**config.mk**
```make
export PLATFORM = sky130hd
export DESIGN_NAME = fp_dly_pipe
export DESIGN_NICKNAME = d
export VERILOG_FILES = /design/src/rtl/fp_dly_pipe.sv
export SDC_FILE = /design/constraint.sdc
export NUM_CORES = 2
export LEC_CHECK = 0
export BUFFER_PORTS_ARGS = -buffer_cell sky130_fd_sc_hd__buf_2
export CORE_MARGIN = 10
export CORE_UTILIZATION = 50
export CTS_CLUSTER_DIAMETER = 60
export DETAILED_ROUTE_END_ITERATION = 8
export PLACE_DENSITY_LB_ADDON = 0.05
export SYNTH_ARGS = -nofsm -noshare
export SYNTH_HDL_FRONTEND = slang
export SYNTH_SLANG_ARGS = --single-unit
```
**constraint.sdc**
```tcl
create_clock -name clk -period 22 [get_ports clk]
set_input_delay 1.1 -clock clk [delete_from_list [all_inputs] [get_ports clk]]
set_output_delay 1.1 -clock clk [all_outputs]
set_load 0.005 [all_outputs]
```
**src/rtl/fp_dly_pipe.sv**
```systemverilog
// Valid-tagged delay line with a runtime-selectable tap, stall, flush and an in-flight counter.
// Aligns FP operands or side-band data with the latency of pipelined FP operators.
module fp_dly_pipe #(
   parameter  int WIDTH         = 33,
   parameter  int MAX_DELAY     = 16,
   parameter  int DEFAULT_DELAY = 12,
   localparam int SW            = $clog2(MAX_DELAY + 1)
) (
   input  logic             clk,
   input  logic             rst,
   input  logic             en,
   input  logic             flush,
   input  logic             in_valid,
   input  logic [WIDTH-1:0] in_data,
   output logic             out_valid,
   output logic [WIDTH-1:0] out_data,
   input  logic             dly_load,
   input  logic [SW-1:0]    dly_sel,
   output logic             dly_ack,
   output logic             dly_err,
   output logic [SW-1:0]    cur_dly,
   output logic [SW-1:0]    inflight,
   output logic             busy
);

   localparam logic [SW-1:0] MAX_SEL = SW'(MAX_DELAY);
   localparam logic [SW-1:0] DEF_SEL = SW'(DEFAULT_DELAY);
   localparam logic [SW-1:0] ONE     = SW'(1);

   logic [WIDTH-1:0]     s_data [MAX_DELAY];
   logic [MAX_DELAY-1:0] s_valid;
   logic                 load_ok;

   // Output tap s[cur_dly-1], selected by compare so no index is wider than the array needs.
   always_comb begin
      out_valid = 1'b0;
      out_data  = '0;
      for (int i = 0; i < MAX_DELAY; i++) begin
         if (cur_dly == SW'(i + 1)) begin
            out_valid = s_valid[i];
            out_data  = s_data[i];
         end
      end
   end

   // A flush on the same cycle empties the pipe, so it stands in for "idle, no input".
   assign load_ok = dly_load && (dly_sel != '0) && (dly_sel <= MAX_SEL)
                    && ((inflight == '0) || flush)
                    && !(en && in_valid && !flush);

   assign busy = (inflight != '0);

   // NOTE: the stage array is a bank of flops, not a RAM, so an async reset on it is legal
   // and cheap; all state here uses non-blocking assignment so every stage reads the
   // pre-edge value of its neighbour.
   always_ff @(posedge clk or posedge rst) begin
      if (rst) begin
         for (int i = 0; i < MAX_DELAY; i++) s_data[i] <= '0;
         s_valid  <= '0;
         cur_dly  <= DEF_SEL;
         inflight <= '0;
         dly_ack  <= 1'b0;
         dly_err  <= 1'b0;
      end else begin
         dly_ack <= load_ok;
         dly_err <= dly_load && !load_ok;
         if (load_ok) begin
            // Clearing every valid bit keeps stale samples past the old tap from surfacing.
            cur_dly  <= dly_sel;
            s_valid  <= '0;
            inflight <= '0;
         end else if (flush) begin
            s_valid  <= '0;
            inflight <= '0;
         end else if (en) begin
            s_data[0]  <= in_data;
            s_valid[0] <= in_valid;
            for (int i = 1; i < MAX_DELAY; i++) begin
               s_data[i]  <= s_data[i-1];
               s_valid[i] <= s_valid[i-1];
            end
            case ({in_valid, out_valid})
               2'b10:   inflight <= inflight + ONE;
               2'b01:   inflight <= inflight - ONE;
               default: inflight <= inflight;
            endcase
         end
      end
   end

endmodule

```
== Word level (Yosys, flattened, before mapping) ==
Cells that the tools add are included.
Storage, ports and cells
  output and inout bits: 47
  bits of input ports: 44
  flip-flop bits (word level): 556
Operators by class
  mux-type cells: 39
  bitwise logic cells: 2
  equality and inequality tests: 18
  reduce and logical (&&, ||, !) cells: 18
  $lt $le $gt $ge: 1
  $add $sub $neg: 2
Operator list (number)
  $mux W33: 16
  $mux W16: 3
  $eq A5 B4 Y1 const B: 8
  $eq A5 B3 Y1 const B: 4
  $mux W1: 16
  $mux W5: 3
  $eq A5 B2 Y1 const B: 2
  $pmux W5 S2: 1
  $reduce_bool A5 Y1: 2
  $logic_and A1 B1 Y1: 7
  $add A5 B1 Y5 const B: 1
  $eq A5 B1 Y1 const B: 1
  $eq A5 B5 Y1 const B: 1
  $le A5 B5 Y1 const B: 1
  $logic_not A5 Y1: 1
  $sub A5 B1 Y5 const B: 1
  $reduce_bool A4 Y1: 1
  $logic_not A1 Y1: 3
  $reduce_and A3 Y1: 1
  $reduce_bool A3 Y1: 1
  $eq A2 B1 Y1 const B: 1
  $eq A2 B2 Y1 const B: 1
  $not A1 Y1: 2
  $reduce_and A2 Y1: 1
  $logic_or A1 B1 Y1: 1

== Logic depth before layout (Yosys ltp) ==
  depth after elaboration: 22
  depth in mapped cells: 19
  depth with buffers taken out: 15

== Least setup slack after synthesis ==
OpenSTA, ideal clock, no wires.
  path kind: register -> register
  from: register cur_dly[4]
  to: register inflight[4]
  buffers on the path: 3
  arrival: 3.633 ns
  cell stages (with the launch flop): 19
  required time: 21.868 ns
  clock period less this slack: 3.765 ns
  path slack: 18.235 ns
  path through: dfrtp_1 -> buf_6 -> or4b_4 -> buf_6 -> nor2_8 -> a21oi_1 -> o311a_1 -> a221o_1 -> a21oi_2 -> ha_1 -> clkbuf_1 -> xor2_1 -> ha_1 -> a21boi_0 -> o21ai_0 -> o2111ai_1 -> o211ai_1 -> xnor2_1 -> nor2_1
Between the ends
  cells in the longest elaborated chain, start to end: 22
  elaborated cells between the ends (all ways): 40
  classes of those cells: eq/ne (18); mux (20); reduce/logical (2)
Ends and longest elaborated chain
  from (decl): line 21  | output logic [SW-1:0] cur_dly,
  from (signal assigned): line 69  | cur_dly <= dly_sel;
  $eq A5 B1 Y1: line 39  | if (cur_dly == SW'(i + 1)) begin
  $mux W1 (15 in a row): line 39
  $mux W1 *: line 39
  named net out_valid: line 15  | output logic out_valid,
  $eq A2 B1 Y1 or $eq A2 B2 Y1 (tied branches): line 82  | case ({in_valid, out_valid})
  $pmux W5 S2: line 82
  $mux W5: line 75  | end else if (en) begin
  $mux W5: line 72  | end else if (flush) begin
  $mux W5: line 67  | if (load_ok) begin
  to (signal assigned): line 83  | 2'b10: inflight <= inflight + ONE;
  to (signal assigned): line 84  | 2'b01: inflight <= inflight - ONE;
  to (signal assigned): line 85  | default: inflight <= inflight;
  to (decl): line 22  | output logic [SW-1:0] inflight,
The timed path passes the listed nets; every way through them passes the cells marked *. The select of a mux whose other input is x is not followed.
A chain may end at the register's enable or synchronous reset.

== Worst setup path after layout ==
  from: register cur_dly[0]
  to: output out_data[20]
Between the ends
  cells in the longest elaborated chain, start to end: 17
  elaborated cells between the ends (all ways): 32
  classes of those cells: eq/ne (16); mux (16)
Ends and longest elaborated chain
  $eq A5 B1 Y1: line 39
  $mux W33 (15 in a row): line 39
  $mux W33 *: line 39
  to (decl): line 16  | output logic [WIDTH-1:0] out_data,
Mark *: on every way between the ends. The rest lies on a longest branch, timed or not.

==> impl_metrics.toml <==
[worst_setup_path]
critPathSlowestCell = "nor4_1"
reg2reg_slack_ns = 16.02
setup.worst_path.class = "reg -> out"
r2r-end = "inflight[4]"
start_kind = "flip-flop"
cp_max_fo = 61
crit_arrival_ns = 5.08
path_cells = "buf_4 > buf_4 > or2_2 > nor2_1 > buf_4 > nand2_1 > a21oi_1 > nor4_1 > o221ai_1 > buf_2"
critPathLaunch = "cur_dly[0]"
ff2ff_path_depth = 17
crit_required_ns = 20.90
critical-path-max-stage-delay_ns = 1.09
cp-end-kind = "primary output"
cp_common_cell = "buf_4"
r2r-start = "cur_dly[0]"

[grt]
groute.usage.overall = 0.242
antenna_found_initial = 0
grt_max_degree = 202
grt_pass1_wl_um = 115000
overflow = 0
grt_pass1_vias = 17793

[yosys]
synth-main-ff-cell = "dfrtp_1"
ys_seq_area_frac = 0.535
synthArstFlopShare = 1.00
netlist_instances = 2131
ys_ff_latch = 556
netlist_area_um2 = 26000
synth.distinct_cells = 77
synth_top_area_frac = 0.533
syn-num-nets = 2179
syn_area_per_cell_um2 = 12.2
yosys.area.top_type = "dfrtp_1"
synthTopCellsByArea = "dfrtp_1 53%, mux2_2 20%, mux2_1 2.9%"
synth-edff-count = 0
synth_warnings = 0

[worst_hold_path]
min_to = "s_data[3]"
holdPathStages = 1
hp-class = "reg -> reg"
min_from = "s_data[3]"

[timing]
hold_viol_final = 0
tightest_slew_ns = 1.32
rsz0062_at_grt = "false"
tns_ns = 0
max_freq_mhz = 162
slew_violations = 0
fin_skew_ns = 0.0182
whs_ns = 0.489
slew-limit-headroom = 0.118
finalCritPeriodShare = 0.281
setup_viol = 0
finalWorstSetupSlack_ns = 15.82
final.min_clock_period_ns = 6.18

[drt]
drt_wl_total_um = 74700
antenna_left = 0
first_iter_violations = 1744
wl_per_cell_um = 25.8
vias_per_cell = 6.28
dr_total_vias = 18153
drc = 0
drt_pass1_iterations = 5

[clock_tree]
insertion_delay_ns = 0.63
cts_resized = 0
cts_buffers = 60
clk_pin_slew_ns = 0.06
cts_root_buffer = "clkbuf_16"
ctsHoldBuffers = 0
cts_tree = "done"
clockBufferDepth = 3
clock_sinks = 556
htreeDepth = 2
postCtsSetupBuffers = 0

[final_layout]
drive_gt1_frac = 0.326
final_cell_mix = "551 x dfrtp_1, 470 x mux2_2, 127 x o21ai_0"
final_cells = 2892
stdcell_area_um2 = 28900
multiInputGateArea_um2 = 11300
fin_util = 0.562
seqCellArea_um2 = 13900
fillers = 4387
nets = 2214
num_antenna_cells = 0
syn2layout_area_growth_pct = 11.0
final_common_cell = "dfrtp_1"

[floorplanning]
core_area_um2 = 51400
pin_count = 91
dieArea_um2 = 61600
fp-row-count = 83
fp.dieH_um = 248
die_width_um = 248
start_util = 0.506

[power]
p_total_mw = 4.04
clockPowerShare = 0.242
leakagePower_nw = 12.7
vdd_drop_max_mv = 0.0708
p_int_mw = 2.60
pwr-share-seq = 0.452
swShare = 0.358
switchingPower_mw = 1.45
p_comb_frac = 0.306
power_density_nw_per_um2 = 140

[place]
placed_cells = 2784
dp_hpwl_um = 47800
place_ws_ns = 16.11
gp_congestion = 0.871
dpl_cell_area_um2 = 27000
io_buffers = 90

[status]
status = "finished clean"

[flow_run]
drv_cap = 0
-- kinds of logic (layout without fill, tap and decap cells) --
kind of cell               after synthesis  count (layout)  synth area share
muxes                                  567             567             0.244
DFF                                    556             556             0.535
AOI/OAI and AO/OA                      509             509             0.128
and+or+nand+nor                        313             313            0.0576
buffers and inverters                  175             256            0.0310
xor gates and xnor gates                 7               7           0.00236
adders and majority gates                4               4           0.00192
-- per-layer routing --
layer  up-vias  wire length [um]  track usage
met4         0              1750       0.0667
met2       634             31600        0.342
met1      9416             35400        0.371
met5         -                 0            0
met3       118              5940       0.0483
li1       7985                 -            -
-- how the worst max path moves through the flow --
stage                     slack [ns]            to
after global routing           15.64  out_data[20]
after global placement         16.26   inflight[4]
after CTS                      15.97  out_data[12]
after floorplan                 5.36    cur_dly[0]
final                          15.82  out_data[20]
after detailed placement       16.11   inflight[4]
-- critical path, delay by kind of cell, from the launching register on --
family	cells	cell delay (ns)
AOI/OAI and AO/OA	2	0.36
and+or+nand+nor	4	1.54
DFF	1	0.66
buffers and inverters	4	1.79
-- synthesized netlist by cell type (7+ instances only) --
cell,n
nor3_1,28
o21bai_1,7
a21oi_1,111
dfrtp_1,554
mux2_1,67
nand2_1,91
a21boi_0,8
o22ai_1,50
a22oi_1,22
buf_2,98
clkbuf_1,52
o2bb2ai_1,7
inv_1,18
a22o_1,20
o41ai_1,16
nor4_1,9
o221ai_1,14
nor2_1,104
nand2b_1,11
o31ai_1,10
a221o_1,9
nor2b_1,15
o21ai_0,127
a31o_2,8
mux2i_1,30
a211oi_1,13
mux2_2,470
a221oi_1,23
o21ai_1,7
nand3_1,16
-- power groups by stage --
| stage | clock, mW | combinational [mW] | sequential [mW] |
|---|---|---|---|
| after floorplan | 0 | 0.876 | 1.67 |
| after global placement | 0 | 1.20 | 1.81 |
| after detailed placement | 0 | 1.23 | 1.83 |
| after CTS | 1.00 | 1.23 | 1.81 |
| after global routing | 1.04 | 1.34 | 1.88 |
| final | 0.980 | 1.24 | 1.83 |
-- registers in the layout, summed over array words and instances, names as in the netlist --
register	cells
s_data	528
dly_err	1
cur_dly	5
dly_ack	1
inflight	5
s_valid	16
-- final cells by class --
type | count | area share
Clock inverter | 13 | 0.00334
Timing Repair Buffer | 130 | 0.0273
Tap cell | 680 | 0.0295
Inverter | 18 | 0.00260
Multi-Input combinational cell | 1400 | 0.393
Sequential cell | 556 | 0.482
Clock buffer | 95 | 0.0621
No activity file was read; power rests on OpenSTA's default activity.
